$ cat src/rtl/mul_div_unit.sv
// mul_div_unit: iterative shift-add multiplier / restoring divider with register-file write-back.
// Define MULDIV_SIGNED_EN for two's complement operands and results (default: unsigned).
module mul_div_unit #(
    parameter int WIDTH = 16
) (
    input  logic             CLK,
    input  logic             RST_N,
    input  logic             Start,
    input  logic [1:0]       Op,
    input  logic [WIDTH-1:0] OperandA,
    input  logic [WIDTH-1:0] OperandB,
    input  logic [2:0]       DestAddress,
    output logic             Busy,
    output logic             Done,
    output logic             DivByZero,
    output logic [WIDTH-1:0] WriteData,
    output logic [2:0]       WriteAddress,
    output logic             ReadWriteEn
);
    localparam int CW = $clog2(WIDTH + 1);
    typedef enum logic [1:0] {IDLE, CALC, WB} state_t;
    state_t           r_state, w_next;
    logic [CW-1:0]    r_cnt;
    logic [1:0]       r_op;
    logic [WIDTH-1:0] r_opnd, r_hi, r_lo;
    logic [2:0]       r_dest;
    logic             r_bz;
    logic             w_go, w_last, w_ge;
    logic [WIDTH-1:0] w_ma, w_mb, w_diff, w_hi_n, w_lo_n, w_res;
    logic [WIDTH:0]   w_sum, w_shift;

    assign w_go   = (r_state == IDLE) && Start;
    assign w_last = (r_state == CALC) && (r_cnt == CW'(WIDTH - 1));

    always_comb begin
        w_next      = w_go ? CALC : w_last ? WB : (r_state == CALC) ? CALC : IDLE;
        Busy        = r_state != IDLE;
        Done        = r_state == WB;
        ReadWriteEn = (r_state == WB) && (WriteAddress != 3'd0);
    end

    // Multiply: {r_hi,r_lo} is the product/multiplier pair; divide: r_hi is the remainder, r_lo the quotient.
    always_comb begin
        w_sum   = {1'b0, r_hi} + (r_lo[0] ? {1'b0, r_opnd} : '0);
        w_shift = {r_hi, r_lo[WIDTH-1]};
        w_ge    = w_shift >= {1'b0, r_opnd};
        w_diff  = w_shift[WIDTH-1:0] - r_opnd;
        w_hi_n  = r_op[1] ? (w_ge ? w_diff : w_shift[WIDTH-1:0]) : w_sum[WIDTH:1];
        w_lo_n  = r_op[1] ? {r_lo[WIDTH-2:0], w_ge} : {w_sum[0], r_lo[WIDTH-1:1]};
    end

`ifdef MULDIV_SIGNED_EN
    logic                 r_sa, r_sb;
    logic [2*WIDTH-1:0]   w_prod, w_prod_f;
    logic [WIDTH-1:0]     w_q, w_r;
    assign w_ma = OperandA[WIDTH-1] ? -OperandA : OperandA;
    assign w_mb = OperandB[WIDTH-1] ? -OperandB : OperandB;
    // Sign fix-up applied to the final iteration's outputs, so WB sees the signed result directly.
    always_comb begin
        w_prod   = {w_hi_n, w_lo_n};
        w_prod_f = (r_sa ^ r_sb) ? -w_prod : w_prod;
        w_q      = ((r_sa ^ r_sb) && !r_bz) ? -w_lo_n : w_lo_n;
        w_r      = r_sa ? -w_hi_n : w_hi_n;
        w_res    = r_op[1] ? (r_op[0] ? w_r : w_q)
                           : (r_op[0] ? w_prod_f[2*WIDTH-1:WIDTH] : w_prod_f[WIDTH-1:0]);
    end
    always_ff @(posedge CLK or negedge RST_N) begin
        if (!RST_N) begin
            r_sa <= 1'b0;
            r_sb <= 1'b0;
        end else if (w_go) begin
            r_sa <= OperandA[WIDTH-1];
            r_sb <= OperandB[WIDTH-1];
        end
    end
`else
    assign w_ma  = OperandA;
    assign w_mb  = OperandB;
    assign w_res = r_op[0] ? w_hi_n : w_lo_n;
`endif

    always_ff @(posedge CLK or negedge RST_N) begin
        if (!RST_N) begin
            r_state      <= IDLE;
            r_cnt        <= '0;
            r_op         <= '0;
            r_opnd       <= '0;
            r_hi         <= '0;
            r_lo         <= '0;
            r_dest       <= '0;
            r_bz         <= 1'b0;
            WriteData    <= '0;
            WriteAddress <= '0;
            DivByZero    <= 1'b0;
        end else begin
            r_state <= w_next;
            if (w_go) begin
                r_cnt  <= '0;
                r_op   <= Op;
                r_opnd <= Op[1] ? w_mb : w_ma;
                r_hi   <= '0;
                r_lo   <= Op[1] ? w_ma : w_mb;
                r_dest <= DestAddress;
                r_bz   <= Op[1] && (OperandB == '0);
            end else if (r_state == CALC) begin
                r_cnt <= r_cnt + 1'b1;
                r_hi  <= w_hi_n;
                r_lo  <= w_lo_n;
            end
            if (w_last) begin
                WriteData    <= w_res;
                WriteAddress <= r_dest;
                DivByZero    <= r_bz;
            end
        end
    end
endmodule

$ cat config.mk
export PLATFORM = sky130hd
export DESIGN_NAME = mul_div_unit
export DESIGN_NICKNAME = d
export VERILOG_FILES = /design/src/rtl/mul_div_unit.sv
export SDC_FILE = /design/constraint.sdc
export NUM_CORES = 1
export LEC_CHECK = 0
export CORE_UTILIZATION = 40
export DETAILED_ROUTE_END_ITERATION = 12
export MAX_ROUTING_LAYER = met4
export PLACE_DENSITY = 0.74
export SYNTH_ARGS = -nofsm -noshare
export SYNTH_HDL_FRONTEND = slang
export SYNTH_SLANG_ARGS = --single-unit
$ cat constraint.sdc
create_clock -name CLK -period 2.95 [get_ports CLK]
set_input_delay 0.7375 -clock CLK [delete_from_list [all_inputs] [get_ports CLK]]
set_output_delay 0.7375 -clock CLK [all_outputs]
set_load 0.01 [all_outputs]
==> results of run 1 <==
==> per-layer routing <==
metal / routed length, µm / vias up / GRT usage [%]
li1: - / 2659 / -
met1: 7660 / 2688 / 31.6
met2: 7860 / 183 / 36.5
met3: 808 / 19 / 2.65
met4: 198 / 0 / 4.57
met5: 0 / - / -
==> how the worst min path moves through the flow <==
stage                          from         endpoint  slack, ns
after floorplan               RST_N        DivByZero       0.44
after global placement    r_dest[2]  WriteAddress[2]       0.44
after detailed placement  r_dest[0]  WriteAddress[0]       0.46
after CTS                 r_dest[2]  WriteAddress[2]       0.46
after global routing      r_dest[0]  WriteAddress[0]       0.48
final                     r_dest[0]  WriteAddress[0]       0.46
==> cell families after synthesis <==
kind of cell    count (synthesis)
xor+xnor                       23
mux                            55
simple gates                  223
buf+inv                        75
fa+ha+maj                      36
flops                          81
compound gates                194
==> cell usage in the layout (no fill, tap or decap), types with 10 or more instances in the layout <==
master / n
nor2_1: 30
buf_4: 61
nand2_1: 96
dfrtp_1: 79
nor3_1: 14
o21ai_0: 73
o221ai_1: 10
inv_1: 33
ha_1: 27
nand3_1: 23
mux2i_1: 53
a31oi_1: 10
clkdlybuf4s50_1: 60
xnor2_1: 14
and2_1: 16
a21oi_1: 36
==> where the power goes <==
part / internal (mW) / switching (mW) / total [mW]
Combinational: 3.35 / 3.82 / 7.17
Sequential: 1.65 / 0.607 / 2.25
Clock: 0.768 / 0.484 / 1.25
Total: 5.77 / 4.91 / 10.7
==> flip-flops by register name (all words and copies together), names as in the netlist <==
signal        count
r_state           2
r_hi             16
r_bz              1
r_op              2
r_opnd           16
r_dest            3
WriteAddress      3
WriteData        16
DivByZero         1
r_lo             16
r_cnt             5
==> synth_stat cells (6+ instances only) <==
cell type / count / area, µm²
nand2_1: 97 / 364
dfrtp_1: 81 / 2030
o21ai_0: 75 / 375
mux2i_1: 53 / 531
a21oi_1: 39 / 195
ha_1: 34 / 425
inv_1: 34 / 128
clkbuf_1: 32 / 120
nor2_1: 30 / 113
nand3_1: 23 / 115
and2_1: 19 / 119
xnor2_1: 16 / 140
nor3_1: 15 / 75.1
a31oi_1: 10 / 62.6
o221ai_1: 10 / 87.6
a221oi_1: 8 / 70.1
a21o_1: 7 / 52.6
nor2b_1: 7 / 43.8
xor2_1: 7 / 61.3
buf_2: 6 / 30.0
nand2b_1: 6 / 37.5
o211ai_1: 6 / 45.0
o21a_1: 6 / 45.0
==> area by class of cell <==
cell class                 instances  area, µm²  share of cell area (%)
clock buffer                      10        239                    3.19
clock inverter                     6       90.1                    1.20
inverter                          34        128                    1.71
multi-input combinational        531       3670                    49.1
sequential                        81       2030                    27.1
tap                              180        225                    3.01
timing repair buffer             124       1090                    14.6
==> per-stage QoR <==
step	total power, mW	hold slack (ns)	worst slack, ns	area (µm²)
after floorplan	6.51	0.439	0.0611	5820
after global placement	8.71	0.445	0.0124	6910
after detailed placement	8.82	0.457	-0.0378	6910
after CTS	10.2	0.464	0.00455	7260
after global routing	11.5	0.485	-0.0615	7480
final	10.7	0.463	0.0328	7480
==> worst reg2reg max path, cell delays in order, from the launching register on <==
cell and delay, ns:
dfrtp_1 0.38, and2_4 0.16, ha_4 0.12, inv_2 0.04, fa_2 0.40, nor2b_2 0.13
o31a_1 0.17, o211ai_1 0.10, buf_4 0.16, a21oi_4 0.16, a21oi_2 0.08, xnor2_2 0.15
mux4_2 0.46, mux2_4 0.27
==> timing repair <==
item,CTS,global route
endpoints found under the setup margin,3,13
pin swaps,3,11
hold endpoints to repair,0,0
resized for setup,5,29
hold buffers,0,0
setup buffers,0,9
==> flow_summary_export.csv, run 1 <==
group,metric,value,unit
cts,cts_tree,"yes",
worst_setup_path,required,3.18,ns
synth,synth_warnings,0,
floorplan,die_y,123,µm
worst_setup_path,endpoint,"WriteData[13]",
routing,routed_wirelength,16500,µm
worst_setup_path,cp-startpoint,"r_lo[0]",
cts,clock_latency,0.34,ns
worst_setup_path,r2r_start,"r_lo[0]",
worst_hold_path,hp-class,"reg -> reg",
global_routing,track_usage,23.0,%
placed_design,gp_congestion,0.947,
floorplan,initial_core_util,41.4,%
timing,worst_pin_slew,0.918,ns
routing,vias_per_cell,5.74,
synth,ys_seq_area_share,34.8,%
cts,numCtsBuffers,9,
synth,syn_area,5820,µm²
worst_setup_path,cp_cell_sequence,"and2_4 -> ha_4 -> inv_2 -> fa_2 -> nor2b_2 -> o31a_1 -> o211ai_1 -> buf_4 -> a21oi_4 -> a21oi_2 -> xnor2_2 -> mux4_2 -> mux2_4",
floorplan,die-area,15000,µm²
worst_setup_path,end_kind,"register",
synth,ys_ff_latch,81,
worst_setup_path,cpLargestDelayFamily,"multiplexers",
synth,synth_top_family_by_area,"compound AO/OA/AOI/OAI gates",
power_and_ir_drop,peakVddDrop,0.000722,V
finish,syn_to_final_growth,28.6,%
worst_setup_path,start_kind,"register",
synth,async_flop_share,100,%
global_routing,grt_max_degree,73,
timing,fmaxAchievable,343,MHz
worst_setup_path,r2r_slack,0.03,ns
placed_design,placed_cells,941,
synth,synthCells,687,
finish,drive_gt1_share,15.1,%
worst_setup_path,rr_worst_depth,13,
timing,slew_headroom,38.8,%
synth,synth_edf_count,0,
routing,ant_nets,0,
synth,synth_fa_ha_area_share,8.00,%
floorplan,rows,43,
timing,finalCritPeriodShare,98.9,%
finish,fillers,1207,
worst_setup_path,critical_path.max_stage_delay,0.46,ns
status,outcome,"complete, no violations",
cts,htreeDepth,3,
synth,synth_xor_area_share,3.46,%
worst_setup_path,cp_max_fo,3,
global_routing,grt_pass1_wl,25900,µm
timing,fin_crit,2.92,ns
synth,syn_nets,763,
floorplan,die_x,123,µm
global_routing,antenna_found_initial,0,
timing,rsz0062_at_grt,"true",
job,maxCapViolCount,0,
timing,setup_viol,0,
synth,yosysUniqueCellTypes,54,
synth,synthMuxAreaShare,9.70,%
routing,drt-initial-drc-count,392,
worst_hold_path,min_path_cells,2,
finish,insertedDiodeCount,0,
finish,post-route-util,53.3,%
routing,dr.pass1.iters,5,
worst_setup_path,path_depth,13,
synth,synth-simple-area-share,18.0,%
timing,maxSlewViolCount,0,
worst_setup_path,cp.arrival,3.15,ns
finish,fin_nets,857,
global_routing,grt.overflow.total,0,
worst_setup_path,cp_slowest_cell,"mux4_2",
synth,synth-compound-area-share,21.0,%
timing,clock_skew,0.00473,ns
worst_setup_path,r2r-end,"WriteData[13]",
power_and_ir_drop,power_leakage,3.32,nW
routing,vias,5549,
cts,clockRootBuffer,"clkbuf_16",
routing,detail_route.wl_per_cell,17.1,µm
routing,drc,0,
cts,cts.sinks,81,
worst_setup_path,crit_type,"reg -> reg",
timing,setup-tns-final,0,ns
worst_setup_path,cp.buffers_inverters,2,
cts,clkTransAtPathRegs,0.06,ns
floorplan,core_area,14000,µm²
floorplan,ios,63,
placed_design,hpwl,12100,µm
synth,syn_avg_cell_area,8.47,µm²
cts,clock_path_buffers,2,
timing,hold_viol,0,
placed_design,port_buffers,62,
global_routing,first_global_vias,5080,
finish,layout.cells.non_filler,966,
synth,yosys_most_used_dff,"dfrtp_1",
power_and_ir_drop,pwr_density_cell,1430,nW/µm²
Power figures use the tool's default switching activity.
==> run 2, diff against run 1 <==
--- a/config.mk
+++ b/config.mk
@@ -6,6 +6,7 @@
 export NUM_CORES = 1
 export LEC_CHECK = 0
 export CORE_UTILIZATION = 40
+export CTS_CLUSTER_SIZE = 20
 export DETAILED_ROUTE_END_ITERATION = 12
 export MAX_ROUTING_LAYER = met4
 export PLACE_DENSITY = 0.74
==> results of run 2 <==
Final layout, timing and power as in run 1 (identical DEF).
==> run 3, diff against run 2 <==
--- a/config.mk
+++ b/config.mk
@@ -8,7 +8,6 @@
 export CORE_UTILIZATION = 40
 export CTS_CLUSTER_SIZE = 20
 export DETAILED_ROUTE_END_ITERATION = 12
-export MAX_ROUTING_LAYER = met4
 export PLACE_DENSITY = 0.74
 export SYNTH_ARGS = -nofsm -noshare
 export SYNTH_HDL_FRONTEND = slang
==> run 3 against run 2 <==
Cell area up 0.10%. Non-clock buffer count unchanged. Setup slack worse by 0.030 ns. Power up 1.4%. Via count down 0.22%. Global-route usage about the same. Sequential share of layout area about the same. Core utilization up 0.053 points. Wire length up 1.0%. Clock power up 4%.
==> flow_summary_export.csv, run 3 (synthesized netlist as in run 1, its figures left out) <==
group,metric,value,unit
floorplan,core_area,14000,µm²
placed_design,port_buffers,62,
finish,layout.cells.non_filler,966,
cts,clkTransAtPathRegs,0.06,ns
worst_setup_path,cp_slowest_cell,"mux4_2",
cts,clock_path_buffers,2,
placed_design,gp_congestion,0.909,
power_and_ir_drop,power_leakage,3.32,nW
worst_setup_path,endpoint,"WriteData[13]",
global_routing,first_global_vias,5397,
placed_design,dpl_cell_area,6920,µm²
timing,finalCritPeriodShare,99.9,%
cts,clockRootBuffer,"clkbuf_16",
cts,cts.sinks,81,
worst_setup_path,crit_type,"reg -> reg",
timing,fin_ws,0.00242,ns
worst_setup_path,end_kind,"register",
status,outcome,"complete, no violations",
routing,routed_wirelength,16700,µm
worst_setup_path,critical_path.max_stage_delay,0.46,ns
cts,htreeDepth,3,
worst_setup_path,start_kind,"register",
global_routing,grt.overflow.total,0,
cts,cts_tree,"yes",
timing,setup_viol,0,
finish,insertedDiodeCount,0,
timing,worst_pin_slew,0.922,ns
worst_setup_path,r2r_slack,0.002,ns
routing,dr.pass1.iters,5,
routing,ant_nets,0,
finish,fin_nets,857,
power_and_ir_drop,peakVddDrop,0.000590,V
worst_hold_path,hp-class,"reg -> reg",
cts,clock_latency,0.34,ns
timing,maxSlewViolCount,0,
routing,detail_route.wl_per_cell,17.3,µm
worst_setup_path,r2r_start,"r_lo[0]",
worst_setup_path,cp_cell_sequence,"buf_6 -> and2_1 -> ha_4 -> a21o_1 -> a221o_1 -> nor3_2 -> a21oi_4 -> a21oi_2 -> xnor2_1 -> mux4_2 -> mux2_4",
power_and_ir_drop,total_power,10.8,mW
placed_design,dp_slack,-0.0916,ns
worst_setup_path,cp_max_fo,8,
global_routing,track_usage,23.0,%
finish,seqCellArea,2030,µm²
cts,hold_buffers,0,
finish,fillers,1220,
floorplan,die_x,123,µm
finish,drive_gt1_share,14.9,%
timing,fmaxAchievable,339,MHz
global_routing,grt_pass1_wl,26900,µm
finish,layout_common_cells,"nand2_1, dfrtp_1, o21ai_0",
placed_design,placed_cells,941,
floorplan,ios,63,
routing,drt-initial-drc-count,412,
floorplan,die_y,123,µm
worst_setup_path,r2r-end,"WriteData[13]",
timing,hold_viol,0,
finish,final_common_cell,"nand2_1",
global_routing,antenna_found_initial,0,
timing,clock_skew,0.00507,ns
placed_design,hpwl,12300,µm
finish,post-route-util,53.3,%
finish,syn_to_final_growth,28.7,%
cts,numCtsBuffers,9,
routing,vias_per_cell,5.73,
floorplan,die-area,15000,µm²
routing,vias,5537,
timing,slew_headroom,38.5,%
worst_setup_path,rr_worst_depth,11,
worst_setup_path,cp-startpoint,"r_lo[0]",
worst_setup_path,required,3.17,ns
global_routing,grt_max_degree,73,
job,maxCapViolCount,0,
timing,fin_crit,2.95,ns
finish,final_area,7490,µm²
routing,drc,0,
timing,rsz0062_at_grt,"true",
floorplan,initial_core_util,41.4,%
floorplan,rows,43,
worst_setup_path,cp.arrival,3.17,ns
power_and_ir_drop,pwr_density_cell,1440,nW/µm²
finish,multi_input_area,3650,µm²
-- run 3: changes by cell type in the layout (fill, tap and decap cells not counted), moves of 3 or more --
| cell | change |
|---|---|
| and2_4 | -3 |
| a21oi_1 | -3 |
| buf_4 | -3 |
| and2_1 | +3 |
-- run 3: final cells by class --
type / instances / share of cell area, %
Tap cell: 180 / 3.01
Clock buffer: 11 / 3.24
Sequential cell: 81 / 27.1
Multi-Input combinational cell: 531 / 48.7
Clock inverter: 5 / 1.37
Inverter: 34 / 1.70
Timing Repair Buffer: 124 / 14.8
-- run 3: power by group --
group	total [mW]	leakage, nW	internal (mW)	switching (mW)
clock network	1.30	0.166	0.849	0.450
registers	2.22	1.01	1.65	0.573
logic	7.30	2.15	3.37	3.93
-- run 3: metal layers --
metal	track usage (%)	vias to the layer above	wire length, µm
met4	8.54	0	359
met5	0	-	0
li1	-	2663	-
met3	2.46	22	777
met2	36.8	175	7800
met1	32.0	2677	7760
-- run 3: critical path, delay by kind of cell (launching register included) --
kind                     cells  cell delay [ns]
XOR/XNOR                     1             0.10
AND/OR/NAND/NOR              2             0.37
multiplexers                 2             0.73
buffers and inverters        1             0.14
adder cells (fa/ha/maj)      1             0.24
AO/OA/AOI/OAI                4             0.86
flip-flops                   1             0.40
-- run 3: metrics by stage --
step	TNS, ns	hold slack (ns)
2_1_floorplan	0	0.439
3_3_place_gp	0	0.448
3_5_place_dp	-0.0916	0.459
4_1_cts	0	0.468
5_1_grt	-0.127	0.492
6_report	0	0.465
-- run 3: worst min-delay path by stage --
stage,start,end,slack [ns],cells past startpoint
floorplan,RST_N,DivByZero,0.44,0
global placement,r_dest[0],WriteAddress[0],0.45,2
detailed placement,r_dest[0],WriteAddress[0],0.46,2
CTS,r_dest[0],WriteAddress[0],0.47,2
global route,r_dest[0],WriteAddress[0],0.49,2
finish,r_dest[0],WriteAddress[0],0.47,2
-- run 3: timing repair --
item                                    CTS  global route
cloned                                    0             1
pin swaps                                 2             4
gates resized for setup                   8            25
buffers inserted                          1             7
endpoints found under the setup margin    3            19
